<file path="src/rtl/simplecpu_pkg.sv">
// Shared simplecpu definitions: instruction width, instruction-memory depth
// and the program-loader state encoding.
package simplecpu_pkg;

  localparam int unsigned INST_W      = 16;
  localparam int unsigned IMEM_ADDR_W = 8;

  typedef enum logic [2:0] {
    IDLE,
    LOAD,
    HOLD,
    DONE,
    ERR
  } loader_state_t;

endpackage

</file>
<file path="src/rtl/loader_release_timer.sv">
// Down-counter that keeps the CPU in reset for DLY cycles after a load.
// expire is registered and is high during the last hold cycle.
module loader_release_timer #(
  parameter int unsigned DLY = 4
) (
  input  logic clk,
  input  logic rst,
  input  logic load,
  output logic expire
);

  localparam int unsigned CNT_W = 4;

  logic [CNT_W-1:0] cnt;

  // expire is raised together with cnt reaching 1, so HOLD lasts exactly DLY cycles
  always_ff @(posedge clk or negedge rst) begin
    if (!rst) begin
      cnt    <= '0;
      expire <= 1'b0;
    end else if (load) begin
      cnt    <= CNT_W'(DLY);
      expire <= (DLY == 1);
    end else if (cnt != '0) begin
      cnt    <= cnt - CNT_W'(1);
      expire <= (cnt == CNT_W'(2));
    end else begin
      expire <= 1'b0;
    end
  end

endmodule

</file>
<file path="src/rtl/imem_stream_loader.sv">
// Boot-time program loader: writes a valid/ready word stream into simplecpu
// instruction memory and holds the CPU in reset until the program is in place.
// Optional IMEM_LOADER_CHECKSUM_EN: the s_last beat is a checksum of the written words.
module imem_stream_loader
  import simplecpu_pkg::*;
#(
  parameter int unsigned ADDR_W      = IMEM_ADDR_W,
  parameter int unsigned DATA_W      = INST_W,
  parameter int unsigned RELEASE_DLY = 4
) (
  input  logic              clk,
  input  logic              rst,
  input  logic              start,
  input  logic              s_valid,
  input  logic [DATA_W-1:0] s_data,
  input  logic              s_last,
  output logic              s_ready,
  output logic              imem_we,
  output logic [ADDR_W-1:0] imem_addr,
  output logic [DATA_W-1:0] imem_wdata,
  output logic              cpu_rst,
  output logic              busy,
  output logic              done,
  output logic              err,
  output logic [ADDR_W:0]   word_cnt
);

  localparam int unsigned CNT_W = ADDR_W + 1;
  localparam logic [CNT_W-1:0] CAPACITY = {1'b1, {ADDR_W{1'b0}}};

  loader_state_t state, next_state;
  logic          beat_c;
  logic          full_c;
  logic          wr_c;
  logic          clr_c;
  logic          tmr_load_c;
  logic          expire;

`ifdef IMEM_LOADER_CHECKSUM_EN
  logic [DATA_W-1:0] sum;

  // Wrap-around sum of every word actually written in this load
  always_ff @(posedge clk or negedge rst) begin
    if (!rst)       sum <= '0;
    else if (clr_c) sum <= '0;
    else if (wr_c)  sum <= sum + s_data;
  end
`endif

  always_ff @(posedge clk or negedge rst) begin
    if (!rst) state <= IDLE;
    else      state <= next_state;
  end

  always_comb begin
    next_state = state;
    wr_c       = 1'b0;
    clr_c      = 1'b0;
    tmr_load_c = 1'b0;
    beat_c     = s_valid && (state == LOAD);
    full_c     = (word_cnt == CAPACITY);
    case (state)
      IDLE, DONE, ERR: begin
        if (start) begin
          next_state = LOAD;
          clr_c      = 1'b1;
        end
      end
      LOAD: begin
        if (beat_c) begin
`ifdef IMEM_LOADER_CHECKSUM_EN
          // The checksum beat is compared, never written
          if (s_last) begin
            if (sum == s_data) begin
              next_state = HOLD;
              tmr_load_c = 1'b1;
            end else begin
              next_state = ERR;
            end
          end else if (full_c) begin
            next_state = ERR;
          end else begin
            wr_c = 1'b1;
          end
`else
          if (full_c) begin
            next_state = ERR;
          end else begin
            wr_c = 1'b1;
            if (s_last) begin
              next_state = HOLD;
              tmr_load_c = 1'b1;
            end
          end
`endif
        end
      end
      HOLD: begin
        if (expire) next_state = DONE;
      end
      default: next_state = IDLE;
    endcase
  end

  // Status flags follow the next state so they line up with the state register
  always_ff @(posedge clk or negedge rst) begin
    if (!rst) begin
      s_ready    <= 1'b0;
      cpu_rst    <= 1'b1;
      busy       <= 1'b0;
      done       <= 1'b0;
      err        <= 1'b0;
      imem_we    <= 1'b0;
      imem_addr  <= '0;
      imem_wdata <= '0;
      word_cnt   <= '0;
    end else begin
      s_ready <= (next_state == LOAD);
      cpu_rst <= (next_state != DONE);
      busy    <= (next_state == LOAD) || (next_state == HOLD);
      done    <= (next_state == DONE);
      err     <= (next_state == ERR);
      imem_we <= wr_c;
      if (wr_c) begin
        imem_addr  <= word_cnt[ADDR_W-1:0];
        imem_wdata <= s_data;
      end
      // Overflow beats never write, so the count saturates at CAPACITY
      if (clr_c)     word_cnt <= '0;
      else if (wr_c) word_cnt <= word_cnt + CNT_W'(1);
    end
  end

  loader_release_timer #(
    .DLY (RELEASE_DLY)
  ) u_release_timer (
    .clk    (clk),
    .rst    (rst),
    .load   (tmr_load_c),
    .expire (expire)
  );

endmodule

</file>
<file path="config.mk">
export PLATFORM = sky130hd
export DESIGN_NAME = imem_stream_loader
export DESIGN_NICKNAME = d
export VERILOG_FILES = /design/src/rtl/simplecpu_pkg.sv /design/src/rtl/loader_release_timer.sv /design/src/rtl/imem_stream_loader.sv
export SDC_FILE = /design/constraint.sdc
export NUM_CORES = 1
export LEC_CHECK = 0
export ABC_AREA = 1
export CAP_MARGIN = 10
export CORE_MARGIN = 2
export CORE_UTILIZATION = 45
export DETAILED_ROUTE_END_ITERATION = 12
export PLACE_DENSITY_LB_ADDON = 0.3
export SLEW_MARGIN = 5
export SYNTH_ARGS = -nofsm -noshare
export SYNTH_HDL_FRONTEND = slang
export SYNTH_SLANG_ARGS = --single-unit
</file>
<file path="constraint.sdc">
create_clock -name clk -period 2.3 [get_ports clk]
set_clock_uncertainty 0.15 [all_clocks]
set_input_delay 0.46 -clock clk [delete_from_list [all_inputs] [get_ports clk]]
set_output_delay 0.46 -clock clk [all_outputs]
set_load 0.03 [all_outputs]
</file>
==> flow_summary_export.csv, run 1 <==
group,metric,value,unit
outcome,outcome,"finished, final reports clean",
timing,rsz0062_at_grt,"no",
detailed_routing,drt_iter0_markers,105,
grt,gr-total-overflow,0,
floorplan,coreArea,4750,um2
worst_hold_path,hp-class,"primary input to async pin",
clocking,cts.repair.resized,0,
clocking,cts_setup_buffers,0,
detailed_routing,vias,1844,
timing,setup_viol,0,
synthesis,synthesis.instances,252,
detailed_routing,wl,4730,um
critical_path,cp_max_fo,6,
floorplan,std_cell_rows,25,
placement,gp_congestion,0.809,
layout,multi_input_area,866,um2
layout,final_common_cell,"nand2_1",
clocking,cts.sink_count,47,
clocking,cts_root_buffer,"clkbuf_8",
clocking,htree_levels,2,
layout,fillers,416,
pwr,p_per_area,1220,nW/um2
critical_path,cp-end-kind,"primary output",
floorplan,die_h,74.5,um
critical_path,crit_chain,"clkdlybuf4s50_1",
timing,slew_viol_final,0,
critical_path,r2r_start,"word_cnt[0]",
floorplan,die_w,74.5,um
critical_path,critPathLaunchType,"register",
detailed_routing,routedWlPerCell,12.4,um
critical_path,required,1690,ps
timing,max_freq,477,MHz
synthesis,syn_area,2240,um2
grt,grt_max_degree,48,
critical_path,r2r_end,"word_cnt[8]",
timing,relSlewSlack,0.617,
layout,area_growth,33.3,%
floorplan,die-area,5550,um2
layout,drive_above_1_share,0.117,
detailed_routing,ant_nets,0,
clocking,postCtsHoldBufs,0,
clocking,cts_tree,"done",
floorplan,ios,60,
critical_path,cp-endpoint,"word_cnt[5]",
timing,fin_setup_tns,0,ps
layout,mostFrequentLayoutCells,"88 x nand2_1, 58 x clkdlybuf4s50_1, 46 x dfrtp_1",
pwr,p_leak,0.00153,uW
critical_path,crit_cells,1,
layout,n_antenna_cell,0,
critical_path,worstSetupPathType,"register to primary output",
pwr,vdd_drop_max,853,uV
synthesis,ys_ff_latch,47,
timing,post-route-period-util,0.911,
critical_path,setup.worst_path.start,"word_cnt[5]",
grt,grt_pass1_wl,8020,um
layout,nets,340,
timing,hold_viol_final,0,
grt,grt_pass1_vias,1757,
critical_path,worstPathArrival,1490,ps
synthesis,syn-num-nets,277,
critical_path,r2r_cells,9,
grt,antenna_found_initial,0,
clocking,cts_buffer_depth,2,
detailed_routing,drc_errors,0,
clocking,cts_inserted_buffers,5,
detailed_routing,vias_per_cell,4.81,
timing,tightest_slew,575,ps
critical_path,rrSetupSlack,410,ps
clocking,clk_latency,300,ps
synthesis,yosysUniqueCellTypes,30,
critical_path,crit_slowest_cell,"clkdlybuf4s50_1",
pwr,total_power,3630,uW
synthesis,yosys_warnings,0,
synthesis,synth_seq_area_share,0.526,
placement,io_buffers,59,
grt,track_usage,0.190,
floorplan,start_util,0.471,
detailed_routing,drt_first_pass_iters,4,
run,max-cap-violations,0,
critical_path,max_stage_delay,710,ps
synthesis,syn-mean-instance-area,8.88,um2
timing,min_period,2100,ps
critical_path,path_delay_family,"buffers and inverters",
placement,hpwl,3450,um
critical_path,cp_num_buf_inv,1,
layout,register_area,1180,um2
clocking,clkTransAtPathRegs,80,ps
==> flip-flops by register name (all words and copies together), names as in the netlist, 3 cells and up <==
name                 flops
imem_wdata              16
state                    3
word_cnt                 9
u_release_timer.cnt      4
imem_addr                8
==> kinds of logic (layout without fill, tap and decap cells) <==
family / Yosys count / count (layout) / synth area share
compound gates: 24 / 24 / 0.0682
xor+xnor: 4 / 4 / 0.0156
fa+ha+maj: 4 / 4 / 0.0224
buf+inv: 40 / 104 / 0.0872
flops: 47 / 47 / 0.526
mux: 1 / 1 / 0.00447
simple gates: 132 / 132 / 0.276
==> worst reg2reg max path, stage by stage (launching register included) <==
cell	delay [ps]
dfrtp_1	430
inv_1	180
ha_1	200
nand2_1	70
nor2_2	140
nand2_4	90
nand2_8	200
inv_8	130
nand3_1	130
o21ai_2	60
==> layout make-up <==
type	instances	area share
Clock buffer	6	0.0277
Clock inverter	2	0.0117
Tap cell	67	0.0281
Multi-Input combinational cell	165	0.290
Timing Repair Buffer	61	0.201
Inverter	35	0.0465
Sequential cell	47	0.395
==> power by group <==
group          total [uW]  leakage (uW)  internal [uW]  switching (uW)
Sequential           1270      0.000608           1100             165
Combinational        1750      0.000857            649            1100
Clock                 620     0.0000612            352             269
Total                3630       0.00153           2100            1530
==> routing by layer <==
layer  share of wire  track usage
met2            0.50        0.306
met4           0.011       0.0595
met1            0.43        0.250
met3           0.061       0.0528
met5               0            0
==> how the worst min path moves through the flow <==
stage / startpoint / to / slack (ps) / cells after the start
after floorplan: rst / busy / 10 / 0
after global placement: imem_wdata[7] / imem_wdata[7] / 310 / 2
after detailed placement: imem_wdata[5] / imem_wdata[5] / 320 / 2
after CTS: rst / word_cnt[0] / 110 / 2
after global routing: rst / word_cnt[0] / 140 / 2
final: rst / word_cnt[6] / 90 / 2
==> Yosys cell counts <==
cell,instances,share of area
buf_4,1,0.0034
nand3_2,2,0.0089
inv_8,1,0.0050
nor3_1,1,0.0022
buf_8,1,0.0067
ha_1,4,0.022
nor2_2,2,0.0056
nand2_4,2,0.010
nor2_8,1,0.0089
dfrtp_1,46,0.51
o21ai_1,11,0.025
inv_1,28,0.047
o31ai_1,1,0.0034
a21oi_1,2,0.0045
nand3_4,1,0.0078
dfstp_2,1,0.012
buf_6,3,0.015
o21ai_2,6,0.023
mux2i_1,1,0.0045
nand3_1,16,0.036
o21ai_0,1,0.0022
nand2_2,3,0.0084
xor2_1,4,0.016
inv_2,6,0.010
nand4_1,6,0.017
o211ai_1,1,0.0034
nand2_1,88,0.15
nand2_8,1,0.0089
a22oi_1,2,0.0067
nor2_1,9,0.015
==> metrics by stage <==
stage / cell area, um2 / setup WS [ps] / utilization / cells / hold slack [ps]
global route: 2980 / 154 / 0.628 / 383 / 144
CTS: 2980 / 188 / 0.628 / 383 / 107
floorplan: 2240 / 507 / - / 252 / 14.4
detailed placement: 2870 / 315 / 0.603 / 375 / 318
global placement: 2870 / 350 / 0.603 / 375 / 311
finish: 2980 / 204 / 0.628 / 383 / 88.1
Note: power is estimated with default switching activity, not from simulation.
==> run 2, diff against run 1 <==
==> constraint.sdc (replaced) <==
create_clock -name clk -period 2.1 [get_ports clk]
set_clock_uncertainty 0.15 [all_clocks]
set_input_delay 0.42 -clock clk [delete_from_list [all_inputs] [get_ports clk]]
set_output_delay 0.42 -clock clk [all_outputs]
set_load 0.03 [all_outputs]
==> run 2 against run 1 <==
Die area is the same. First-iteration DRC count grew 28%. Combinational power grew 9.7%. Via count is essentially flat. Non-clock buffer count is the same.
==> flow_summary_export.csv, run 2 (synthesis results as in run 1) <==
group,metric,value,unit
clocking,clkTransAtPathRegs,90,ps
layout,final_common_cell,"nand2_1",
critical_path,worstSetupPathType,"register to primary output",
clocking,cts.sink_count,47,
timing,max_freq,486,MHz
grt,grt_pass1_vias,1722,
floorplan,start_util,0.471,
timing,timing.hold.ws,333,ps
placement,gp_congestion,0.832,
floorplan,die-area,5550,um2
pwr,p_per_area,1330,nW/um2
worst_hold_path,hp-class,"register to register",
floorplan,coreArea,4750,um2
timing,rsz0062_at_grt,"no",
critical_path,max_stage_delay,660,ps
timing,fin_setup_tns,0,ps
pwr,p_leak,0.00157,uW
worst_hold_path,min_from,"imem_wdata[13]",
critical_path,crit_slowest_cell,"clkdlybuf4s50_1",
detailed_routing,drt_first_pass_iters,4,
run,max-cap-violations,0,
worst_hold_path,holdPathStages,2,
layout,stdcell_area,3010,um2
clocking,clk_latency,300,ps
critical_path,worstPathArrival,1490,ps
layout,fillers,415,
layout,fin_util,0.633,
grt,antenna_found_initial,0,
critical_path,r2r_cells,9,
grt,grt_pass1_wl,7940,um
layout,register_area,1180,um2
critical_path,crit_chain,"clkdlybuf4s50_1",
layout,drive_above_1_share,0.114,
detailed_routing,wl,4760,um
timing,hold_viol_final,0,
timing,relSlewSlack,0.640,
layout,top_regs,"imem_wdata (16), word_cnt (9), imem_addr (8)",
detailed_routing,drc_errors,0,
critical_path,path_delay_family,"buffers and inverters",
grt,track_usage,0.190,
detailed_routing,drt_iter0_markers,134,
layout,nets,340,
critical_path,rrSetupSlack,230,ps
layout,regMostFlops,"imem_wdata",
detailed_routing,vias_per_cell,4.82,
pwr,total_power,4000,uW
layout,mostFrequentLayoutCells,"88 x nand2_1, 56 x clkdlybuf4s50_1, 46 x dfrtp_1",
grt,grt_max_degree,35,
placement,hpwl,3470,um
clocking,cts_tree,"done",
critical_path,r2r_end,"word_cnt[8]",
outcome,outcome,"finished, final reports clean",
detailed_routing,routedWlPerCell,12.4,um
critical_path,cp-end-kind,"primary output",
critical_path,required,1530,ps
clocking,cts_inserted_buffers,5,
grt,gr-total-overflow,0,
layout,largest_reg_flops,16,
critical_path,cp_max_fo,1,
timing,setup_viol,0,
layout,area_growth,34.4,%
floorplan,std_cell_rows,25,
layout,multi_input_area,866,um2
timing,tightest_slew,539,ps
critical_path,critPathLaunchType,"register",
floorplan,die_h,74.5,um
worst_hold_path,holdPathEnd,"imem_wdata[13]",
floorplan,die_w,74.5,um
timing,min_period,2060,ps
clocking,cts_root_buffer,"clkbuf_8",
layout,n_antenna_cell,0,
pwr,vdd_drop_max,887,uV
floorplan,ios,60,
critical_path,cp_num_buf_inv,1,
detailed_routing,ant_nets,0,
critical_path,r2r_start,"word_cnt[0]",
detailed_routing,vias,1845,
timing,slew_viol_final,0,
placement,io_buffers,59,
placement,placed_area,2870,um2
clocking,cts_buffer_depth,2,
clocking,htree_levels,2,
timing,post-route-period-util,0.980,
run 2: worst max-delay path by stage:
| stage | from | end | slack [ps] | cells after the start |
|---|---|---|---|---|
| 2_1_floorplan | word_cnt[0] | word_cnt[6] | 310 | 10 |
| 3_3_place_gp | s_valid | word_cnt[7] | 200 | 7 |
| 3_5_place_dp | s_valid | word_cnt[8] | 160 | 7 |
| 4_1_cts | word_cnt[3] | word_cnt[3] | 2 | 1 |
| 5_1_grt | cpu_rst | cpu_rst | 0.8 | 1 |
| 6_report | cpu_rst | cpu_rst | 40 | 1 |
run 2: worst reg2reg max path: stages (launching register included):
cell and delay (ps):
dfrtp_1 430, inv_1 170, ha_1 190, nand2_1 70, nor2_2 140, nand2_4 100
nand2_8 210, inv_8 120, nand3_1 120, o21ai_2 60
run 2: final cells by class:
class	instances	share of cell area
clock buffers	6	0.0275
flip-flops and latches	47	0.391
multi-input cells	165	0.288
clock inverters	2	0.0129
repair buffers	61	0.206
inverters	35	0.0462
well taps	67	0.0279
run 2: power breakdown:
part           internal (uW)  switching, uW  total (uW)
Clock                    391            305         697
Sequential              1210            180        1390
Combinational            716           1200        1920
Total                   2320           1690        4000
run 2: metrics by stage:
stage               setup WS, ps  instances
global route               0.815        383
floorplan                    307        252
global placement             197        374
finish                      41.4        383
detailed placement           156        374
CTS                         2.22        383
run 2: repair_timing:
item                       4_1_cts  5_1_grt
buffers inserted                 0        0
setup endpoints to repair        0        2
hold endpoints to repair        20        0
resized for setup                0        2
hold buffers                     1        0
run 2: per-layer routing:
| layer | global-route usage | vias to the layer above | share of wire |
|---|---|---|---|
| li1 | - | 917 | - |
| met1 | 0.252 | 868 | 0.44 |
| met2 | 0.298 | 52 | 0.48 |
| met3 | 0.0583 | 8 | 0.065 |
| met4 | 0.0675 | 0 | 0.015 |
| met5 | 0 | - | 0 |
